[src/rtl/shift_left_logical_seq_8bit.sv]
// shift_left_logical_seq_8bit: sequential logical left shifter, one bit per clock, start/busy/done handshake
module shift_left_logical_seq_8bit #(
   parameter int WIDTH = 8,
   parameter int AMT_W = 4
) (
   input  logic             clk,
   input  logic             rst,
   input  logic             start,
   input  logic [WIDTH-1:0] x,
   input  logic [AMT_W-1:0] amount,
   output logic [WIDTH-1:0] f,
   output logic             cout,
   output logic             busy,
   output logic             done
);
   typedef enum logic [1:0] {IDLE, SHIFT, DONE} state_t;
   state_t           state_q, state_d;
   logic [WIDTH-1:0] f_q, f_d;
   logic             cout_q, cout_d;
   logic [AMT_W-1:0] cnt_q, cnt_d;
   logic [AMT_W-1:0] amt_c;
   assign amt_c = (amount > AMT_W'(WIDTH)) ? AMT_W'(WIDTH) : amount;
   always_comb begin
      state_d = state_q;
      f_d     = f_q;
      cout_d  = cout_q;
      cnt_d   = cnt_q;
      if (state_q == SHIFT) begin
         f_d     = {f_q[WIDTH-2:0], 1'b0};
         cout_d  = f_q[WIDTH-1];
         cnt_d   = cnt_q - AMT_W'(1);
         state_d = (cnt_q == AMT_W'(1)) ? DONE : SHIFT;
      end else if (start) begin
         // accepted from both IDLE and DONE, so back-to-back ops skip IDLE
         f_d     = x;
         cnt_d   = amt_c;
         cout_d  = 1'b0;
         state_d = (amt_c != '0) ? SHIFT : DONE;
      end else if (state_q == DONE) begin
         state_d = IDLE;
      end
   end
   always_ff @(posedge clk) begin
      if (rst) begin
         state_q <= IDLE;
         f_q     <= '0;
         cout_q  <= 1'b0;
         cnt_q   <= '0;
      end else begin
         state_q <= state_d;
         f_q     <= f_d;
         cout_q  <= cout_d;
         cnt_q   <= cnt_d;
      end
   end
   assign f    = f_q;
   assign cout = cout_q;
   assign busy = (state_q == SHIFT);
   assign done = (state_q == DONE);
endmodule

[config.mk]
export PLATFORM = sky130hd
export DESIGN_NAME = shift_left_logical_seq_8bit
export DESIGN_NICKNAME = d
export VERILOG_FILES = /design/src/rtl/shift_left_logical_seq_8bit.sv
export SDC_FILE = /design/constraint.sdc
export NUM_CORES = 1
export LEC_CHECK = 0
export BUFFER_PORTS_ARGS = -buffer_cell sky130_fd_sc_hd__buf_4
export CORE_MARGIN = 2
export CORE_UTILIZATION = 47
export DETAILED_ROUTE_END_ITERATION = 8
export PLACE_DENSITY = 0.76
export SLEW_MARGIN = 20
export SYNTH_ARGS = -nofsm -noshare
export SYNTH_HDL_FRONTEND = slang
export SYNTH_SLANG_ARGS = --single-unit
[constraint.sdc]
create_clock -name clk -period 1.5 [get_ports clk]
set_input_delay 0.15 -clock clk [delete_from_list [all_inputs] [get_ports clk]]
set_output_delay 0.15 -clock clk [all_outputs]
set_load 0.005 [all_outputs]
==> results_dict.tcl <==
set metrics [dict create \
    synth_top_family_by_area "simple AND/OR/NAND/NOR gates" \
    synth.distinct_cells 25 \
    combPwrFrac 0.241 \
    grt-ovfl-total 0 \
    ys_ff_latch 15 \
    finalClockSkew_ns 0.00813 \
    clock_sink_count 15 \
    vias 694 \
    drv_slew 0 \
    start_util 0.494 \
    firstDrtPassIters 4 \
    port_buffers 25 \
    seq_power_share 0.508 \
    clockRootBuffer "clkbuf_4" \
    netSwitchingPower_uw 258 \
    start_kind "flip-flop" \
    fmax_ghz 0.740 \
    avgSynthCellArea_um2 8.66 \
    die_w_um 43.6 \
    p_total_uw 915 \
    die_area_um2 1900 \
    grt_max_degree 19 \
    cts-resized-gates 0 \
    critPathKind "reg2out" \
    fp-row-count 14 \
    intPower_uw 656 \
    critPathMaxFanout 11 \
    synth_top_area_cell "dfxtp_1" \
    layout-drive-gt1-share 0.291 \
    fin_nets 128 \
    cp.required_ns 1.35 \
    grt_pass1_wl_um 2530 \
    vias_per_cell 5.51 \
    core_area_um2 1490 \
    rsz0062_at_grt "no" \
    antenna_found_initial 0 \
    synth_fa_ha_area_frac 0.0340 \
    syn_area_um2 736 \
    max_slew_margin 0.789 \
    clk_pin_slew_ns 0.09 \
    cts_tree "done" \
    peakVddDrop_v 0.000669 \
    antenna_left 0 \
    fp.dieH_um 43.6 \
    synth_nets 102 \
    synth-simple-area-share 0.213 \
    endpoint_kind "primary output" \
    yosys-top-cells-area "dfxtp_1 41%, mux2i_1 11%, a211oi_1 9.2%" \
    cts_buffer_depth 2 \
    yosys_warnings 0 \
    track_usage 0.179 \
    ctsHoldBuffers 0 \
    status "complete, no violations" \
    grt_pass1_vias 611 \
    antennaDiodeCount 0 \
    routedWlPerCell_um 12.0 \
    place.gp.congestion 0.840 \
    wl_um 1510 \
    p_per_area_nw_per_um2 962 \
    synth-xor-area-share 0 \
    hold_viol 0 \
    ys_seq_area_frac 0.408 \
    max-cap-violations 0 \
    p_sw_frac 0.282 \
    hold_class "in2reg" \
    htreeDepth 1 \
    period_minus_slack_ns 1.35 \
    setup-violations-final 0 \
    muxShareOfSynthArea 0.109 \
    clock_latency_ns 0.28 \
    pwr-share-clk 0.252 \
    drt-initial-drc-count 15 \
    io_pins 26 \
    postSynthCellCount 85 \
    period_share 0.901 \
    power_leakage_uw 0.000439 \
    area_growth_pct 29.3 \
    tightest_slew_ns 0.316 \
    post_cts_buffers 0 \
    setup_tns_ns 0 \
    route.detailed.drc 0 \
    fillers 133 \
    critPathArrivalTime_ns 1.20 \
    synth_top_area_share 0.408 \
    dp_hpwl_um 1100 \
    synth-compound-area-share 0.170 \
    numCtsBuffers 3 \
]
[metal layers]
metal	track usage	vias to the layer above	part of all wire
met3	0.0542	2	0.074
li1	-	355	-
met1	0.238	309	0.49
met4	0.0909	0	0.013
met2	0.262	28	0.43
met5	0	-	0
[Yosys cell counts, drive strengths merged]
cell,n
a21oi,4
nand3b,1
clkbuf,1
nand3,3
nor2,14
nand2,3
buf,5
a211oi,9
nor2b,1
ha,2
and3,1
o22ai,2
or3,1
o21ai,1
a31oi,2
or4,1
inv,4
nand4b,1
nor3,4
mux2i,8
nand2b,1
dfxtp,15
a21boi,1
[power by group through the flow]
stage          combinational [µW]  clock (µW)  sequential (µW)
2_1_floorplan                 129           0              471
4_1_cts                       222         236              465
3_5_place_dp                  221           0              473
3_3_place_gp                  217           0              473
6_report                      220         230              464
5_1_grt                       247         249              471
[layout make-up]
class | count | area [µm²] | share of cell area
clock buffers | 4 | 26.3 | 0.0276
inverters | 4 | 15.0 | 0.0158
multi-input cells | 60 | 387 | 0.407
flip-flops and latches | 15 | 300 | 0.316
well taps | 16 | 20.0 | 0.0211
repair buffers | 27 | 203 | 0.213
[worst paths after layout]
kind,cells after the start,end,from,slack (ns)
worst max-delay path,3,busy,state_q[1]$_SDFFE_PP0P_,0.15
worst min-delay path,2,cout$_SDFFE_PP0P_,rst,0.15
worst max register to register,5,cnt_q[2]$_SDFFE_PP0P_,state_q[1]$_SDFFE_PP0P_,0.25
worst min register to register,2,cout$_SDFFE_PP0P_,f[7]$_SDFFE_PP0P_,0.46
[cells by family after synthesis]
group | after synthesis
compound gates | 19
mux | 8
simple gates | 31
flops | 15
buf+inv | 10
fa+ha+maj | 2
[registers in the layout (all words and copies together), names as in the netlist]
register  cells
f             8
cnt_q         4
state_q       2
cout          1
[critical path, cell delays in order, from the launching register on]
cell      delay [ns]
dfxtp_1         0.32
nand2b_1        0.16
inv_1           0.26
buf_4           0.18
[through the flow]
step | hold slack (ns) | util | setup slack, ns | std cells | area, µm²
6_report | 0.149 | 0.639 | 0.149 | 126 | 951
5_1_grt | 0.165 | 0.639 | 0.0486 | 126 | 951
4_1_cts | 0.154 | 0.639 | 0.148 | 126 | 951
3_5_place_dp | 0.458 | 0.621 | 0.270 | 122 | 925
3_3_place_gp | 0.455 | 0.621 | 0.353 | 122 | 925
2_1_floorplan | 0.220 | - | 0.438 | 85 | 736
[cell usage in the layout (no fill, tap or decap), drive strengths merged, types with 2 or more instances in the layout]
cell type / synthesis / layout
o22ai: 2 / 2
buf: 5 / 27
nor3: 4 / 4
nand2: 3 / 3
mux2i: 8 / 8
nand3: 3 / 3
ha: 2 / 2
nor2: 14 / 14
inv: 4 / 4
a21oi: 4 / 4
dfxtp: 15 / 15
clkbuf: 1 / 4
a211oi: 9 / 9
a31oi: 2 / 2
Power figures use the tool's default switching activity.
